<file path="src/rtl/vga_pkg.sv">
// rtl/vga_pkg.sv - shared types, geometry defaults and derivations for the vga word fetcher
package vga_pkg;

   typedef enum logic [1:0] {
      IDLE,
      PRIME,
      STREAM
   } fetch_state_t;

   localparam int DEF_H_TOTAL       = 800;
   localparam int DEF_V_TOTAL       = 525;
   localparam int DEF_BITMAP_HEIGHT = 384;

   // screen pixels covered by one memory word
   function automatic int calc_ppw(input int data_width, input int bits_per_pixel_x);
      return data_width << bits_per_pixel_x;
   endfunction

   function automatic int calc_wpr(input int bitmap_width, input int ppw);
      return bitmap_width / ppw;
   endfunction

endpackage

</file>
<file path="src/rtl/vga_word_fetch_if.sv">
// rtl/vga_word_fetch_if.sv - memory read port between the word fetcher and video memory
interface vga_word_fetch_if
   import vga_pkg::*;
#(
   parameter int DATA_WIDTH = 16,
   parameter int ADDR_WIDTH = 12
);
   logic                  mem_rd_req;
   logic [ADDR_WIDTH-1:0] mem_rd_addr;
   logic                  mem_rd_gnt;
   logic                  mem_rd_valid;
   logic [DATA_WIDTH-1:0] mem_rd_data;

   modport master (
      output mem_rd_req,
      output mem_rd_addr,
      input  mem_rd_gnt,
      input  mem_rd_valid,
      input  mem_rd_data
   );

   modport slave (
      input  mem_rd_req,
      input  mem_rd_addr,
      output mem_rd_gnt,
      output mem_rd_valid,
      output mem_rd_data
   );
endinterface

</file>
<file path="src/rtl/word_fifo2.sv">
// rtl/word_fifo2.sv - two-entry word prefetch buffer with simultaneous push/pop
module word_fifo2
   import vga_pkg::*;
#(
   parameter int DATA_WIDTH = 16
) (
   input  logic                  CLK_50,
   input  logic                  RESET_N,
   input  logic                  push,
   input  logic [DATA_WIDTH-1:0] push_data,
   input  logic                  pop,
   output logic [DATA_WIDTH-1:0] head,
   output logic [1:0]            count
);
   logic [DATA_WIDTH-1:0] mem [2];
   logic                  rd_ptr;
   logic                  wr_ptr;
   logic                  do_push;
   logic                  do_pop;

   assign do_pop  = pop && (count != 2'd0);
   assign do_push = push && ((count != 2'd2) || do_pop);
   assign head    = mem[rd_ptr];

   always_ff @(posedge CLK_50 or negedge RESET_N) begin
      if (!RESET_N) begin
         mem[0] <= '0;
         mem[1] <= '0;
         rd_ptr <= 1'b0;
         wr_ptr <= 1'b0;
         count  <= 2'd0;
      end else begin
         if (do_push) begin
            mem[wr_ptr] <= push_data;
            wr_ptr      <= ~wr_ptr;
         end
         if (do_pop) begin
            rd_ptr <= ~rd_ptr;
         end
         count <= count + 2'(do_push) - 2'(do_pop);
      end
   end
endmodule

</file>
<file path="src/rtl/vga_word_fetch.sv">
// rtl/vga_word_fetch.sv - raster-ahead bitmap word fetcher for the vga block
// VGA_FETCH_UNDERRUN_CNT_EN builds the saturating underrun counter; otherwise it reads 0.
module vga_word_fetch
   import vga_pkg::*;
#(
   parameter int DATA_WIDTH              = 16,
   parameter int ADDR_WIDTH              = 12,
   parameter int BITS_PER_MEMORY_PIXEL_X = 3,
   parameter int BITS_PER_MEMORY_PIXEL_Y = 4,
   parameter int HEX_START_X             = 512,
   parameter int BITMAP_HEIGHT           = DEF_BITMAP_HEIGHT,
   parameter int H_TOTAL                 = DEF_H_TOTAL,
   parameter int V_TOTAL                 = DEF_V_TOTAL,
   parameter int BASE_ADDR               = 0
) (
   input  logic                  CLK_50,
   input  logic                  RESET_N,
   input  logic [9:0]            pixel_x,
   input  logic [9:0]            pixel_y,
   vga_word_fetch_if.master      mem,
   output logic [DATA_WIDTH-1:0] pixel_in,
   output logic                  underrun,
   output logic [15:0]           underrun_count
);
   localparam int PPW = calc_ppw(DATA_WIDTH, BITS_PER_MEMORY_PIXEL_X);
   localparam int WPR = calc_wpr(HEX_START_X, PPW);
   localparam int CW  = $clog2(WPR) + 1;

   localparam logic [9:0]    X_START  = 10'(HEX_START_X);
   localparam logic [9:0]    X_CLR    = 10'(HEX_START_X - 1);
   localparam logic [9:0]    X_LAST   = 10'(H_TOTAL - 1);
   localparam logic [9:0]    Y_LAST   = 10'(V_TOTAL - 1);
   localparam logic [9:0]    Y_HEIGHT = 10'(BITMAP_HEIGHT);
   localparam logic [9:0]    PPW10    = 10'(PPW);
   localparam logic [CW-1:0] LAST_COL = CW'(WPR - 1);

   fetch_state_t          state;
   logic [CW-1:0]         col_idx;
   logic [ADDR_WIDTH-1:0] row_base;
   logic [ADDR_WIDTH-1:0] fetch_addr;
   logic [ADDR_WIDTH-1:0] new_addr;
   logic [ADDR_WIDTH-1:0] cand_addr;
   logic                  fetch_pend;
   logic                  new_fetch;
   logic                  cand_valid;
   logic                  slot_ok;
   logic                  issue;
   logic                  col_load;
   logic                  empty_at_load;
   logic                  pop;
   logic                  push;
   logic                  granted;
   logic                  returned;
   logic                  drop_inc;
   logic                  drop_dec;
   logic [1:0]            outstanding;
   logic [1:0]            drop_cnt;
   logic [1:0]            fifo_count;
   logic [DATA_WIDTH-1:0] fifo_head;
   logic [9:0]            next_line;
   logic [9:0]            load_x;

   assign next_line = (pixel_y == Y_LAST) ? 10'd0 : pixel_y + 10'd1;
   // column 0 loads at the end of the previous line so pixel_in never lags pixel_x
   assign load_x    = (col_idx == '0) ? X_LAST : 10'(col_idx) * PPW10 - 10'd1;

   assign col_load      = (state == STREAM) && (pixel_x == load_x);
   assign empty_at_load = col_load && (fifo_count == 2'd0);
   assign pop           = col_load && (fifo_count != 2'd0);
   assign new_fetch     = (state == PRIME) || (col_load && (col_idx != LAST_COL));
   assign new_addr      = (state == PRIME) ? row_base
                                           : row_base + ADDR_WIDTH'(col_idx) + ADDR_WIDTH'(1);

   // an unissued fetch for a skipped column is simply abandoned instead of dropped later
   assign cand_valid = (fetch_pend && !empty_at_load) || new_fetch;
   assign cand_addr  = new_fetch ? new_addr : fetch_addr;
   assign slot_ok    = ({1'b0, fifo_count} + {1'b0, outstanding}) < (3'd2 + {2'b0, pop});
   assign issue      = !mem.mem_rd_req && cand_valid && slot_ok;

   assign granted  = mem.mem_rd_req && mem.mem_rd_gnt;
   assign returned = mem.mem_rd_valid && (outstanding != 2'd0);
   assign drop_inc = empty_at_load && !fetch_pend;
   assign drop_dec = returned && (drop_cnt != 2'd0);
   assign push     = returned && (drop_cnt == 2'd0);

   word_fifo2 #(.DATA_WIDTH(DATA_WIDTH)) u_fifo (
      .CLK_50    (CLK_50),
      .RESET_N   (RESET_N),
      .push      (push),
      .push_data (mem.mem_rd_data),
      .pop       (pop),
      .head      (fifo_head),
      .count     (fifo_count)
   );

   always_ff @(posedge CLK_50 or negedge RESET_N) begin
      if (!RESET_N) begin
         state           <= IDLE;
         col_idx         <= '0;
         row_base        <= '0;
         fetch_pend      <= 1'b0;
         fetch_addr      <= '0;
         mem.mem_rd_req  <= 1'b0;
         mem.mem_rd_addr <= '0;
         outstanding     <= 2'd0;
         drop_cnt        <= 2'd0;
         pixel_in        <= '0;
         underrun        <= 1'b0;
      end else begin
         case (state)
            IDLE: begin
               if ((pixel_x == X_START) && (next_line < Y_HEIGHT)) begin
                  state    <= PRIME;
                  row_base <= ADDR_WIDTH'(BASE_ADDR)
                            + ADDR_WIDTH'(next_line >> BITS_PER_MEMORY_PIXEL_Y) * ADDR_WIDTH'(WPR);
               end
            end
            PRIME: begin
               state   <= STREAM;
               col_idx <= '0;
            end
            STREAM: begin
               if (col_load) begin
                  col_idx <= col_idx + CW'(1);
                  if (col_idx == LAST_COL) state <= IDLE;
               end
            end
            default: state <= IDLE;
         endcase

         if (col_load) begin
            pixel_in <= pop ? fifo_head : '0;
         end else if (pixel_x == X_CLR) begin
            pixel_in <= '0;
         end
         if (empty_at_load) underrun <= 1'b1;

         drop_cnt    <= drop_cnt + 2'(drop_inc) - 2'(drop_dec);
         outstanding <= outstanding + 2'(granted) - 2'(returned);

         fetch_pend <= cand_valid && !issue;
         if (cand_valid) fetch_addr <= cand_addr;
         if (issue) begin
            mem.mem_rd_req  <= 1'b1;
            mem.mem_rd_addr <= cand_addr;
         end else if (mem.mem_rd_gnt) begin
            mem.mem_rd_req  <= 1'b0;
         end
      end
   end

`ifdef VGA_FETCH_UNDERRUN_CNT_EN
   logic [15:0] cnt;

   always_ff @(posedge CLK_50 or negedge RESET_N) begin
      if (!RESET_N) begin
         cnt <= 16'd0;
      end else if (empty_at_load && (cnt != 16'hFFFF)) begin
         cnt <= cnt + 16'd1;
      end
   end

   assign underrun_count = cnt;
`else
   assign underrun_count = 16'd0;
`endif
endmodule
</file>
<file path="src/flat_wrapper.sv">
// flat-port wrapper written by rule: the top's interface ports become plain ports
module vga_word_fetch_flat import vga_pkg::*;
#(
   parameter int DATA_WIDTH              = 16,
   parameter int ADDR_WIDTH              = 12,
   parameter int BITS_PER_MEMORY_PIXEL_X = 3,
   parameter int BITS_PER_MEMORY_PIXEL_Y = 4,
   parameter int HEX_START_X             = 512,
   parameter int BITMAP_HEIGHT           = DEF_BITMAP_HEIGHT,
   parameter int H_TOTAL                 = DEF_H_TOTAL,
   parameter int V_TOTAL                 = DEF_V_TOTAL,
   parameter int BASE_ADDR               = 0
)
  (CLK_50, RESET_N, pixel_x, pixel_y, pixel_in, underrun, underrun_count, mem_mem_rd_req, mem_mem_rd_addr, mem_mem_rd_gnt, mem_mem_rd_valid, mem_mem_rd_data);
  vga_word_fetch_if #(.DATA_WIDTH(DATA_WIDTH), .ADDR_WIDTH(ADDR_WIDTH)) mem_i ();
  input  logic CLK_50;
  input  logic RESET_N;
  input  logic [9:0] pixel_x;
  input  logic [9:0] pixel_y;
  output logic [DATA_WIDTH-1:0] pixel_in;
  output logic underrun;
  output logic [15:0] underrun_count;
  output wire logic [$bits(mem_i.mem_rd_req)-1:0] mem_mem_rd_req;
  output wire logic [$bits(mem_i.mem_rd_addr)-1:0] mem_mem_rd_addr;
  input wire logic [$bits(mem_i.mem_rd_gnt)-1:0] mem_mem_rd_gnt;
  input wire logic [$bits(mem_i.mem_rd_valid)-1:0] mem_mem_rd_valid;
  input wire logic [$bits(mem_i.mem_rd_data)-1:0] mem_mem_rd_data;
  assign mem_mem_rd_req = mem_i.mem_rd_req;
  assign mem_mem_rd_addr = mem_i.mem_rd_addr;
  assign mem_i.mem_rd_gnt = mem_mem_rd_gnt;
  assign mem_i.mem_rd_valid = mem_mem_rd_valid;
  assign mem_i.mem_rd_data = mem_mem_rd_data;
  vga_word_fetch #(.DATA_WIDTH(DATA_WIDTH), .ADDR_WIDTH(ADDR_WIDTH), .BITS_PER_MEMORY_PIXEL_X(BITS_PER_MEMORY_PIXEL_X), .BITS_PER_MEMORY_PIXEL_Y(BITS_PER_MEMORY_PIXEL_Y), .HEX_START_X(HEX_START_X), .BITMAP_HEIGHT(BITMAP_HEIGHT), .H_TOTAL(H_TOTAL), .V_TOTAL(V_TOTAL), .BASE_ADDR(BASE_ADDR)) u_core (.CLK_50(CLK_50), .RESET_N(RESET_N), .pixel_x(pixel_x), .pixel_y(pixel_y), .mem(mem_i), .pixel_in(pixel_in), .underrun(underrun), .underrun_count(underrun_count));
endmodule
</file>
<file path="config.mk">
export PLATFORM = sky130hd
export DESIGN_NAME = vga_word_fetch_flat
export DESIGN_NICKNAME = d
export VERILOG_FILES = /design/src/rtl/vga_pkg.sv /design/src/rtl/vga_word_fetch_if.sv /design/src/rtl/word_fifo2.sv /design/src/rtl/vga_word_fetch.sv /design/src/flat_wrapper.sv
export SDC_FILE = /design/constraint.sdc
export NUM_CORES = 1
export LEC_CHECK = 0
export BUFFER_PORTS_ARGS = -buffer_cell sky130_fd_sc_hd__buf_4
export CORE_AREA = 2 2 85 108
export CTS_BUF_LIST = sky130_fd_sc_hd__clkbuf_8
export DETAILED_ROUTE_END_ITERATION = 10
export DIE_AREA = 0 0 87 110
export PLACE_DENSITY = 0.81
export SYNTH_ARGS = -nofsm -noshare
export SYNTH_HDL_FRONTEND = slang
export SYNTH_HIERARCHICAL = 1
export SYNTH_SLANG_ARGS = --single-unit
</file>
<file path="constraint.sdc">
create_clock -name CLK_50 -period 4.3 [get_ports CLK_50]
set_input_delay 0.43 -clock CLK_50 [delete_from_list [all_inputs] [get_ports CLK_50]]
set_output_delay 0.43 -clock CLK_50 [all_outputs]
set_load 0.02 [all_outputs]
</file>
Word-level counts from Yosys, hierarchy flattened
Cells that the tools add are included.

Register bits after elaboration: 94. Bits in latches: 0. Memory bits (writable): 0. Bits in read-only memories: 0. Input port bits: 40. Output and inout port bits: 46. Logic and storage cells: 108. Memories kept: 0.

Add/sub/neg operators: 13. Multiply operators: 0. Div/mod/pow operators: 0. $lt $le $gt $ge: 5. Equality and inequality tests: 12. Shifts and indexed selects: 0. Muxes and demuxes: 21. Bitwise logic cells: 4. Reductions and logical operators: 37.

Operators with widths (number): two-way mux 16 bit (7); bitwise mux 32 bit (1); two-way mux 12 bit (2); equality test 10 bit, second input constant (2); two-way mux 10 bit (2); logical AND 1 bit (17); demux 16 bit (select 1 bit) (1); adder 12 x 1 -> 12 bit, second input constant (1); nonzero test 2 bit (6); adder 10 x 1 -> 10 bit, second input constant (1); equality test 10 bit (1); equality test 10 x 9 -> 1 bit, second input constant (1); < comparator 10 x 9 -> 1 bit, second input constant (1); subtractor 10 x 1 -> 10 bit, second input constant (1); adder 8 x 3 -> 9 bit (1); adder 2 x 1 -> 2 bit (3); zero test 2 bit (3); two-way mux 2 bit (3); one-hot mux 2 bit (3 select lines) (1); one-hot mux 3 bit (2 select lines) (1); subtractor 2 x 1 -> 2 bit (3); greater-or-equal comparator 2 bit, second input constant (2); zero test 1 bit (4); inequality test 2 x 1 -> 1 bit, second input constant (2); 18 further kinds (25).

Logic depth before layout (Yosys ltp)
Depth after elaboration: 12. Mapped depth: 13. Mapped depth without buffers: 13.

Modules after synthesis
Netlist, hierarchy kept.

Modules (own cells, without submodules): vga_word_fetch (instances 1, cells each 307, area each 3146.8 µm², sequential area each 1451.4 µm²); word_fifo2 (instances 1, cells each 101, area each 1687.9 µm², sequential area each 900.9 µm²).

Worst setup path before layout
No wires, ideal clock.

Path type: reg2reg. From: register u_core.col_idx[0]. To: register u_core.u_fifo.count[1]. Arrival time: 2954 ps. Required time: 4174 ps. Setup slack: 1219 ps. Stages on the path, launching flop included: 14. Buffers on the path: 0. Period minus slack after synthesis: 3081 ps. Cells stage by stage: dfrtp_1 -> inv_1 -> ha_1 -> xnor2_1 -> nor3b_4 -> o21ai_1 -> nor4_1 -> nor3b_4 -> nand2b_1 -> ha_1 -> inv_1 -> ha_1 -> xnor2_1 -> xnor2_1.

Longest elaborated chain between the ends: 10. Elaborated cells between the ends (all ways): 11.

RTL lines: from (decl) (line vga_word_fetch.sv:38) `logic [CW-1:0] col_idx;`; from (signal assigned) (line vga_word_fetch.sv:124) `col_idx <= col_idx + CW'(1);`; subtractor 10 x 1 -> 10 bit / zero test 3 bit (equally long branches) (line vga_word_fetch.sv:65) `assign load_x = (col_idx == '0) ? X_LAST : 10'(col_idx) * PPW10 - 10'd1;`; two-way mux 10 bit (*) (line vga_word_fetch.sv:65); equality test 10 bit (*) (line vga_word_fetch.sv:67) `assign col_load = (state == STREAM) && (pixel_x == load_x);`; logical AND 1 bit (*) (line vga_word_fetch.sv:67); logical AND 1 bit (*) (line vga_word_fetch.sv:69) `assign pop = col_load && (fifo_count != 2'd0);`; via u_core.pop (line vga_word_fetch.sv:50) `logic pop;`; logical AND 1 bit (*) (line word_fifo2.sv:21) `assign do_pop = pop && (count != 2'd0);`; logical OR 1 bit (line word_fifo2.sv:22) `assign do_push = push && ((count != 2'd2) || do_pop);`; logical AND 1 bit (line word_fifo2.sv:22); adder 2 x 1 -> 2 bit (line word_fifo2.sv:40) `count <= count + 2'(do_push) - 2'(do_pop);`; subtractor 2 x 1 -> 2 bit (*) (line word_fifo2.sv:40); to (signal assigned) (line word_fifo2.sv:40); to (decl) (line word_fifo2.sv:13) `output logic [1:0] count`.

Mark *: on every way through the listed nets, which the timed path passes. The rest lies on a longest branch. A chain may end at the register's enable or synchronous reset.

Final worst setup path
Same ends and word-level chain as after synthesis.

==> results_dict.tcl <==
set metrics [dict create \
    synthAdderAreaFrac_pct 3.52 \
    portBuffers 69 \
    die_x_microns 87 \
    r2r_start "u_core/col_idx[0]$_DFFE_PN0P_" \
    drt_iter0_drc 97 \
    syn_area_sq_mm 0.00483 \
    timing.critical_path.from_type "register" \
    synth_xor_area_share_pct 3.62 \
    reg2reg_slack_ns 0.84 \
    syn_avg_cell_area_sq_um 11.8 \
    ys_warn_count 6 \
    outcome "finished, final reports clean" \
    tightest_slew_ns 1.05 \
    cts_root_buf "clkbuf_8" \
    clock_tree.buffer_depth 2 \
    synth.largest_area_cell "dfrtp_1" \
    cts_hold_buf 0 \
    synth_area_leaders "dfrtp_1 (49%), mux2_2 (8.2%), mux2_4 (8.1%)" \
    synth-edff-count 0 \
    grt_overflow 0 \
    drv_cap 0 \
    final_common_cell "dfrtp_1" \
    die_y_microns 110 \
    finalClockSkew_ns 0.00944 \
    ir_drop_uv 236 \
    final_area_sq_mm 0.00561 \
    rsz0062_at_grt "false" \
    rows 38 \
    insertedDiodeCount 0 \
    cts_tree "yes" \
    final_util_pct 65.9 \
    hold_path.class "in -> async" \
    vias 3318 \
    p_leak_nw 2.74 \
    fmax_mhz 289 \
    cp.required_ns 4.58 \
    io_pins 86 \
    synth_cell_type_count 60 \
    yosys.area.top_type_share_pct 48.7 \
    power_mw 2.60 \
    grt_usage_pct 20.9 \
    wirelength_mm 9.52 \
    grt_max_degree 56 \
    path_clk_slew_ns 0.09 \
    hpwl_mm 6.86 \
    critical_path.cell_chain "inv_1 > ha_1 > xnor2_1 > nor3b_4 > o21ai_1 > nor4_1 > nor3b_4 > nand2b_1 > ha_1 > inv_1 > ha_1 > xnor2_1 > xnor2_1" \
    synth_seq_cells 94 \
    area_growth_pct 16.0 \
    hold_violations 0 \
    setup-tns-final_ns 0 \
    post-place-ws_ns 0.906 \
    synth-simple-area-share_pct 14.5 \
    layout.nets 533 \
    route.detailed.drc 0 \
    synth_top_family_by_area "multiplexers" \
    slowest_stage "nor4_1" \
    coreArea_sq_mm 0.00851 \
    cp.arrival_ns 3.74 \
    netlist_instances 408 \
    layout-drive-gt1-share_pct 34.1 \
    power_density_mw_per_mm2 464 \
    cts_setup_buffers 0 \
    yosysSeqAreaShare_pct 48.7 \
    finalCritPeriodShare_pct 80.4 \
    rr_worst_depth 13 \
    via_per_inst 5.68 \
    endpoint_kind "register" \
    ys.flop_type "dfrtp_1" \
    worst_slack_ns 0.843 \
    cts_sinks 94 \
    die_area_sq_mm 0.00957 \
    fin_hold_ws_ns 0.0331 \
    min_period_ns 3.46 \
    cts_buffers 9 \
    dpl.cell_count 569 \
    setup_viol 0 \
    start_util_pct 56.8 \
    synth-async-reset-ratio_pct 100 \
    wl_per_cell_microns 16.3 \
    postCtsResizedCells 0 \
    htree_levels 3 \
    placed_cell_area_sq_mm 0.00536 \
    layout.cells.most_common_list "dfrtp_1 (94), buf_4 (72), nand2_1 (60), mux2_2 (35), mux2_4 (26)" \
    ant_nets 0 \
    path_buf_inv 2 \
    antenna_found_initial 0 \
    fin_cells 584 \
    max_stage_delay_ns 0.65 \
    regToRegEndpoint "u_core/u_fifo/count[1]$_DFF_PN0_" \
    synth_compound_area_share_pct 7.87 \
    clk_latency_ns 0.37 \
    maxSlewHeadroom_pct 29.7 \
    grt_pass1_wl_mm 15.5 \
    grt_pass1_vias 3383 \
    gp_congestion 0.817 \
    crit_family "simple AND/OR/NAND/NOR gates" \
    synthMuxAreaShare_pct 16.8 \
    slew_violations 0 \
    dr.pass1.iters 5 \
    worstPathMaxFanout 6 \
    worstSetupPathType "reg -> reg" \
]
-- cell type report --
class / instances / area [sq um]
clock buffers: 9 / 124
clock inverters: 6 / 119
fillers: 640 / 2900
inverters: 12 / 45.0
multi-input cells: 291 / 2300
flip-flops and latches: 94 / 2350
well taps: 100 / 125
repair buffers: 72 / 541
-- registers in the layout, summed over array words and instances (netlist names), 2 cells and up --
signal and cells:
u_core/col_idx 3, u_core/state 2, u_core/pixel_in 16, u_core/mem.mem_rd_addr 12
u_core/outstanding 2, u_core/drop_cnt 2, u_core/u_fifo/count 2, u_core/u_fifo/mem 32
u_core/row_base 6, u_core/fetch_addr 12
-- cell usage after synthesis (2+ instances only) --
cell type	n
buf_6	2
a41oi_1	3
mux2i_1	3
o21bai_1	2
o2bb2ai_1	2
o21a_1	2
buf_4	16
o21ai_0	4
buf_2	3
inv_1	12
a31oi_1	2
nand4_1	7
nand2b_1	3
ha_1	12
mux2_2	35
nor3b_4	3
nor3_1	9
a21oi_4	2
xor2_1	7
clkbuf_1	4
nor2_1	18
a21oi_1	10
o22ai_1	4
mux2_4	26
dfrtp_1	94
xnor2_1	13
nor2b_1	5
nor4b_1	2
and2_1	6
nor4_1	2
a22o_1	3
nand2_1	60
and3_1	4
or3_1	2
-- where the power goes --
group / internal [mW] / switching, mW / total [mW]
sequential: 1.08 / 0.138 / 1.22
combinational: 0.400 / 0.276 / 0.676
clock: 0.390 / 0.314 / 0.705
-- worst register-to-register path: stages (launching register included) --
cell and delay (ns):
dfrtp_1 0.47, inv_1 0.13, ha_1 0.35, xnor2_1 0.17, nor3b_4 0.27, o21ai_1 0.15
nor4_1 0.65, nor3b_4 0.13, nand2b_1 0.21, ha_1 0.31, inv_1 0.04, ha_1 0.18
xnor2_1 0.17, xnor2_1 0.14
-- worst max-delay path by stage --
stage / start / end / cells after the start
6_report: u_core/col_idx[0]$_DFFE_PN0P_ / u_core/u_fifo/count[1]$_DFF_PN0_ / 13
5_1_grt: u_core/col_idx[0]$_DFFE_PN0P_ / u_core/u_fifo/count[1]$_DFF_PN0_ / 13
4_1_cts: u_core/col_idx[0]$_DFFE_PN0P_ / u_core/u_fifo/count[1]$_DFF_PN0_ / 13
3_5_place_dp: u_core/col_idx[0]$_DFFE_PN0P_ / u_core/u_fifo/count[1]$_DFF_PN0_ / 13
3_3_place_gp: u_core/col_idx[0]$_DFFE_PN0P_ / u_core/u_fifo/count[1]$_DFF_PN0_ / 13
2_1_floorplan: u_core/col_idx[0]$_DFFE_PN0P_ / u_core/u_fifo/count[1]$_DFF_PN0_ / 13
-- per-layer routing --
metal / share of wire (%) / wire length (microns) / up-vias / GRT usage, %
met5: 0 / 0 / - / 0
met4: 2.7 / 259 / 0 / 11.8
met3: 5.1 / 484 / 25 / 4.24
met2: 52 / 4920 / 125 / 35.3
met1: 40 / 3850 / 1632 / 24.7
li1: - / - / 1536 / -
-- cells by family after synthesis --
| group | after synthesis |
|---|---|
| buffers and inverters | 38 |
| xor gates and xnor gates | 20 |
| other | 1 |
| adders and majority gates | 13 |
| muxes | 64 |
| and+or+nand+nor | 132 |
| DFF | 94 |
| AOI/OAI and AO/OA | 46 |
Note: power is estimated with default switching activity, not from simulation.
